## config.mk

```make
export PLATFORM = sky130hd
export DESIGN_NAME = mul_hilo_unit_flat
export DESIGN_NICKNAME = d
export VERILOG_FILES = /design/src/rtl/mul_hilo_unit_if.sv /design/src/rtl/mul_hilo_unit.sv /design/src/flat_wrapper.sv
export SDC_FILE = /design/constraint.sdc
export NUM_CORES = 1
export LEC_CHECK = 0
export BUFFER_PORTS_ARGS = -buffer_cell sky130_fd_sc_hd__buf_2
export CORE_MARGIN = 1
export CORE_UTILIZATION = 40
export CTS_BUF_LIST = sky130_fd_sc_hd__clkbuf_4 sky130_fd_sc_hd__clkbuf_8 sky130_fd_sc_hd__clkbuf_16
export DETAILED_ROUTE_END_ITERATION = 8
export PLACE_DENSITY_LB_ADDON = 0.05
export SLEW_MARGIN = 20
export SYNTH_ARGS = -nofsm -noshare
export SYNTH_HDL_FRONTEND = slang
export SYNTH_SLANG_ARGS = --single-unit
```

## constraint.sdc

```tcl
create_clock -name clk -period 7.1 [get_ports clk]
set_input_delay 0.71 -clock clk [delete_from_list [all_inputs] [get_ports clk]]
set_output_delay 0.71 -clock clk [all_outputs]
set_load 0.05 [all_outputs]
```

## src/rtl/mul_hilo_unit_if.sv

```systemverilog
// Decoder/datapath-facing bus of the HI/LO multiply unit: issue controls, operands, read data and stall.
interface mul_hilo_unit_if #(
  parameter int unsigned WIDTH = 32
);
  logic             domul;
  logic             multoreg;
  logic             lohi;
  logic [WIDTH-1:0] srca;
  logic [WIDTH-1:0] srcb;
  logic [WIDTH-1:0] rdata;
  logic             busy;
  logic             stall;

  modport master (
    output domul, multoreg, lohi, srca, srcb,
    input  rdata, busy, stall
  );

  modport slave (
    input  domul, multoreg, lohi, srca, srcb,
    output rdata, busy, stall
  );
endinterface

```

## src/rtl/mul_hilo_unit.sv

```systemverilog
// Iterative unsigned WIDTHxWIDTH multiplier (one shift-add step per clock) with HI/LO registers.
// HI/LO change only at the completion edge, so mfhi/mflo see the previous product until then.
module mul_hilo_unit #(
  parameter int unsigned WIDTH = 32
) (
  input  logic          clk,
  input  logic          reset,
  mul_hilo_unit_if.slave bus
);

  localparam int unsigned CW = (WIDTH > 1) ? $clog2(WIDTH) : 1;
  localparam logic [CW-1:0] LAST = CW'(WIDTH - 1);

  typedef enum logic [0:0] {
    IDLE = 1'b0,
    RUN  = 1'b1
  } state_t;

  state_t             state_q, state_d;
  logic [CW-1:0]      count_q, count_d;
  logic [WIDTH-1:0]   a_q, a_d;
  logic [2*WIDTH-1:0] p_q, p_d;
  logic [WIDTH-1:0]   hi_q, hi_d;
  logic [WIDTH-1:0]   lo_q, lo_d;
  logic [WIDTH:0]     sum;

  always_comb begin
    state_d = state_q;
    count_d = count_q;
    a_d     = a_q;
    p_d     = p_q;
    hi_d    = hi_q;
    lo_d    = lo_q;
    sum     = '0;
    unique case (state_q)
      IDLE: begin
        if (bus.domul) begin
          a_d     = bus.srca;
          p_d     = {{WIDTH{1'b0}}, bus.srcb};
          count_d = '0;
          state_d = RUN;
        end
      end
      RUN: begin
        // Sum is WIDTH+1 bits so the carry out of the upper half shifts back into P.
        sum     = {1'b0, p_q[2*WIDTH-1:WIDTH]} + (p_q[0] ? {1'b0, a_q} : '0);
        p_d     = {sum, p_q[WIDTH-1:1]};
        count_d = count_q + 1'b1;
        if (count_q == LAST) begin
          hi_d    = p_d[2*WIDTH-1:WIDTH];
          lo_d    = p_d[WIDTH-1:0];
          state_d = IDLE;
        end
      end
      default: state_d = IDLE;
    endcase
  end

  always_ff @(posedge clk) begin
    if (reset) begin
      state_q <= IDLE;
      count_q <= '0;
      a_q     <= '0;
      p_q     <= '0;
      hi_q    <= '0;
      lo_q    <= '0;
    end else begin
      state_q <= state_d;
      count_q <= count_d;
      a_q     <= a_d;
      p_q     <= p_d;
      hi_q    <= hi_d;
      lo_q    <= lo_d;
    end
  end

  always_comb begin
    bus.busy  = (state_q == RUN);
    bus.stall = (state_q == RUN) && (bus.domul || bus.multoreg);
    bus.rdata = bus.lohi ? hi_q : lo_q;
  end

endmodule

```

## src/flat_wrapper.sv

```systemverilog
// flat-port wrapper written by rule: the top's interface ports become plain ports
module mul_hilo_unit_flat 
#(
  parameter int unsigned WIDTH = 32
)
  (clk, reset, bus_domul, bus_multoreg, bus_lohi, bus_srca, bus_srcb, bus_rdata, bus_busy, bus_stall);
  mul_hilo_unit_if #(.WIDTH(WIDTH)) bus_i ();
  input  logic clk;
  input  logic reset;
  input wire logic [$bits(bus_i.domul)-1:0] bus_domul;
  input wire logic [$bits(bus_i.multoreg)-1:0] bus_multoreg;
  input wire logic [$bits(bus_i.lohi)-1:0] bus_lohi;
  input wire logic [$bits(bus_i.srca)-1:0] bus_srca;
  input wire logic [$bits(bus_i.srcb)-1:0] bus_srcb;
  output wire logic [$bits(bus_i.rdata)-1:0] bus_rdata;
  output wire logic [$bits(bus_i.busy)-1:0] bus_busy;
  output wire logic [$bits(bus_i.stall)-1:0] bus_stall;
  assign bus_i.domul = bus_domul;
  assign bus_i.multoreg = bus_multoreg;
  assign bus_i.lohi = bus_lohi;
  assign bus_i.srca = bus_srca;
  assign bus_i.srcb = bus_srcb;
  assign bus_rdata = bus_i.rdata;
  assign bus_busy = bus_i.busy;
  assign bus_stall = bus_i.stall;
  mul_hilo_unit #(.WIDTH(WIDTH)) u_core (.clk(clk), .reset(reset), .bus(bus_i));
endmodule
```

==> impl_metrics.ini <==
[die]
io_pins = 103
placementRows = 52
start_util = 0.413
die_height_um = 148
core-area_um2 = 20500
dieArea_um2 = 21800
die_x_um = 148

[global_route]
antenna_found_initial = 0
grt_start_max_net_pins = 57
grt_overflow = 0
grt_pass1_vias = 6226
grt.total_usage = 0.203
grt_pass1_wl_um = 34900

[power_and_ir_drop]
swShare = 0.255
ir_drop_v = 0.000141
p_leak_nw = 4.28
comb_power_share = 0.066
cellInternalPower_mw = 1.54
p_per_area_nw_per_um2 = 213
p_clk_frac = 0.461
switching_power_mw = 0.527
sequentialPowerShare = 0.473

[timing]
setup-violations-final = 0
clock_skew_ns = 0.0109
max_freq_mhz = 297
worst_slew_pin_slew_ns = 0.897
finalHoldViolCount = 0
setup_slack_ns = 3.73
period_share = 0.474
whs_ns = 0.449
rsz0062_at_grt = false
slew_headroom = 0.402
period_minus_slack_ns = 3.37
slew_violations = 0
finalSetupTns_ns = 0

[setup_path]
crit_path_frequent_cell = o31ai_4
start_kind = register
cp_cell_sequence = and2_1 -> ha_1 -> inv_1 -> fa_1 -> and2b_4 -> o2111ai_2 -> a21oi_4 -> o31ai_4 -> o31ai_4 -> mux2i_1 -> a211o_1
crit_arrival_ns = 3.69
slowest_delay_ns = 0.86
crit_required_ns = 7.42
critPathCaptureType = register
crit_fanout = 33
critPathKind = reg -> reg
crit_path_top_delay_cell = dfxtp_1

[layout]
fillers = 2041
drive_gt1_frac = 0.190
fin_util = 0.475
final_common_cell = dfxtp_1
nNetsFinal = 1142
area_growth_pct = 14.9
most-common-layout-cells = 165 x dfxtp_1, 110 x a21oi_1, 108 x nand2_1
diodes = 0

[yosys]
yosysTopAreaCell = dfxtp_1
synth_area_um2 = 8470
postSynthCellCount = 979
synth_flop_cell = dfxtp_1
synth_compound_area_frac = 0.225
ys_types = 63
synth_warnings = 0
synth_top_family_by_area = compound AO/OA/AOI/OAI gates
syn_avg_cell_area_um2 = 8.65
synth-seq-cells = 166
synth_edf_count = 0
synth-seq-area-share = 0.392
synth_top_area_frac = 0.392
synth_xor_area_frac = 0.0259
synth-adder-area-share = 0.0526
yosys.area_share.simple = 0.182
synthTopCellsByArea = dfxtp_1 39%, a21oi_1 6.6%, a22o_1 5.8%
syn-num-nets = 1083
async_reset_ff_frac = 0
synthMuxAreaShare = 0.0839

[place]
place_ws_ns = 3.70
dp_hpwl_um = 15100
port_buffers = 102
place_congestion = 0.819

[routing]
drt_iter0_markers = 466
wirelength_um = 21600
via_count = 6933
drc = 0
via_per_inst = 5.25
wl_per_cell_um = 16.3
dr.pass1.iters = 4
ant_nets = 0

[clocking]
cts_tree = yes
clk_latency_ns = 0.43
cts.clk_slew.worst_paths_ns = 0.07
htree_levels = 4
post_cts_buffers = 0
clock_sinks = 166
clock_path_buffers = 2
ctsResizeCount = 0
numCtsBuffers = 17
cts_hold_buf = 0
cts-root-buf = clkbuf_16

[run_status]
status = complete, no violations

[worst_hold_path]
hold_path_class = reg -> reg

[flow_run]
drv_cap = 0
-- kinds of logic (layout without fill, tap and decap cells) --
| logic type | count (synthesis) | in the layout |
|---|---|---|
| compound gates | 279 | 279 |
| fa+ha+maj | 35 | 35 |
| xor+xnor | 25 | 25 |
| flops | 166 | 166 |
| buf+inv | 83 | 155 |
| mux | 67 | 67 |
| simple gates | 324 | 324 |
-- critical path, delay by kind of cell (launching register included) --
family                   cells  cell delay, ns
adder cells (fa/ha/maj)      2            0.56
AND/OR/NAND/NOR              2            0.51
flip-flops                   1            0.86
buffers and inverters        1            0.06
AO/OA/AOI/OAI                5            1.13
multiplexers                 1            0.13
-- state kept, by name (all words and copies together) (netlist names) --
name             cells
u_core.lo_q         32
u_core.count_q       5
u_core.p_q          64
u_core.hi_q         32
u_core.a_q          32
u_core.bus.busy      1
-- layout make-up --
cell class / instances / area (um^2) / share of cell area
clock buffers: 18 / 433 / 0.0445
clock inverters: 14 / 164 / 0.0168
inverters: 12 / 45.0 / 0.00463
multi-input cells: 730 / 4840 / 0.498
flip-flops and latches: 166 / 3330 / 0.342
well taps: 270 / 338 / 0.0347
repair buffers: 111 / 578 / 0.0594
-- power groups by stage --
stage / Combinational [mW] / Sequential [mW] / Clock (mW)
floorplan: 0.102 / 0.987 / 0
global route: 0.155 / 0.982 / 1.02
finish: 0.137 / 0.978 / 0.953
global placement: 0.138 / 1.00 / 0
CTS: 0.140 / 0.978 / 0.972
detailed placement: 0.139 / 1.00 / 0
-- per-stage QoR --
step	instances	instance area, um^2	total power, mW
floorplan	979	8470	1.09
global placement	1289	9130	1.14
detailed placement	1289	9130	1.14
CTS	1321	9730	2.09
global route	1321	9730	2.15
finish	1321	9730	2.07
-- synthesized netlist by cell type (3+ instances only) --
cell	number
a21oi_1	111
a22o_1	56
and2_1	36
o21ai_0	27
o21bai_1	3
or3_1	5
a32o_1	3
or4_1	4
mux2i_1	35
a21oi_2	5
o21ai_1	4
nand3_1	17
a41oi_1	3
xor2_1	10
nor2_1	96
o21a_1	4
ha_1	34
o31ai_1	4
a31oi_1	5
buf_2	6
mux2_2	32
nand2b_1	4
buf_1	13
o211ai_1	8
clkbuf_1	51
dfxtp_1	166
inv_1	12
nor3_1	3
a21o_1	21
xnor2_1	15
nand4_1	15
a22oi_1	4
nor2b_1	8
nand2_1	108
and3_1	5
nor3b_1	14
-- worst paths after layout --
path / startpoint / to / slack [ns] / cells past startpoint
worst max-delay path: u_core.p_q[0] / u_core.p_q[59] / 3.73 / 11
worst min-delay path: u_core.a_q[15] / u_core.a_q[15] / 0.45 / 2
worst max register to register: u_core.p_q[0] / u_core.p_q[59] / 3.73 / 11
worst min register to register: u_core.a_q[15] / u_core.a_q[15] / 0.45 / 2
-- metal layers --
layer | vias to the layer above | GRT usage | wire length [um]
met2 | 142 | 0.262 | 8300
met1 | 3158 | 0.335 | 12400
met3 | 17 | 0.0327 | 698
met5 | - | 0 | 0
li1 | 3616 | - | -
met4 | 0 | 0.0479 | 193
Note: power is estimated with default switching activity, not from simulation.
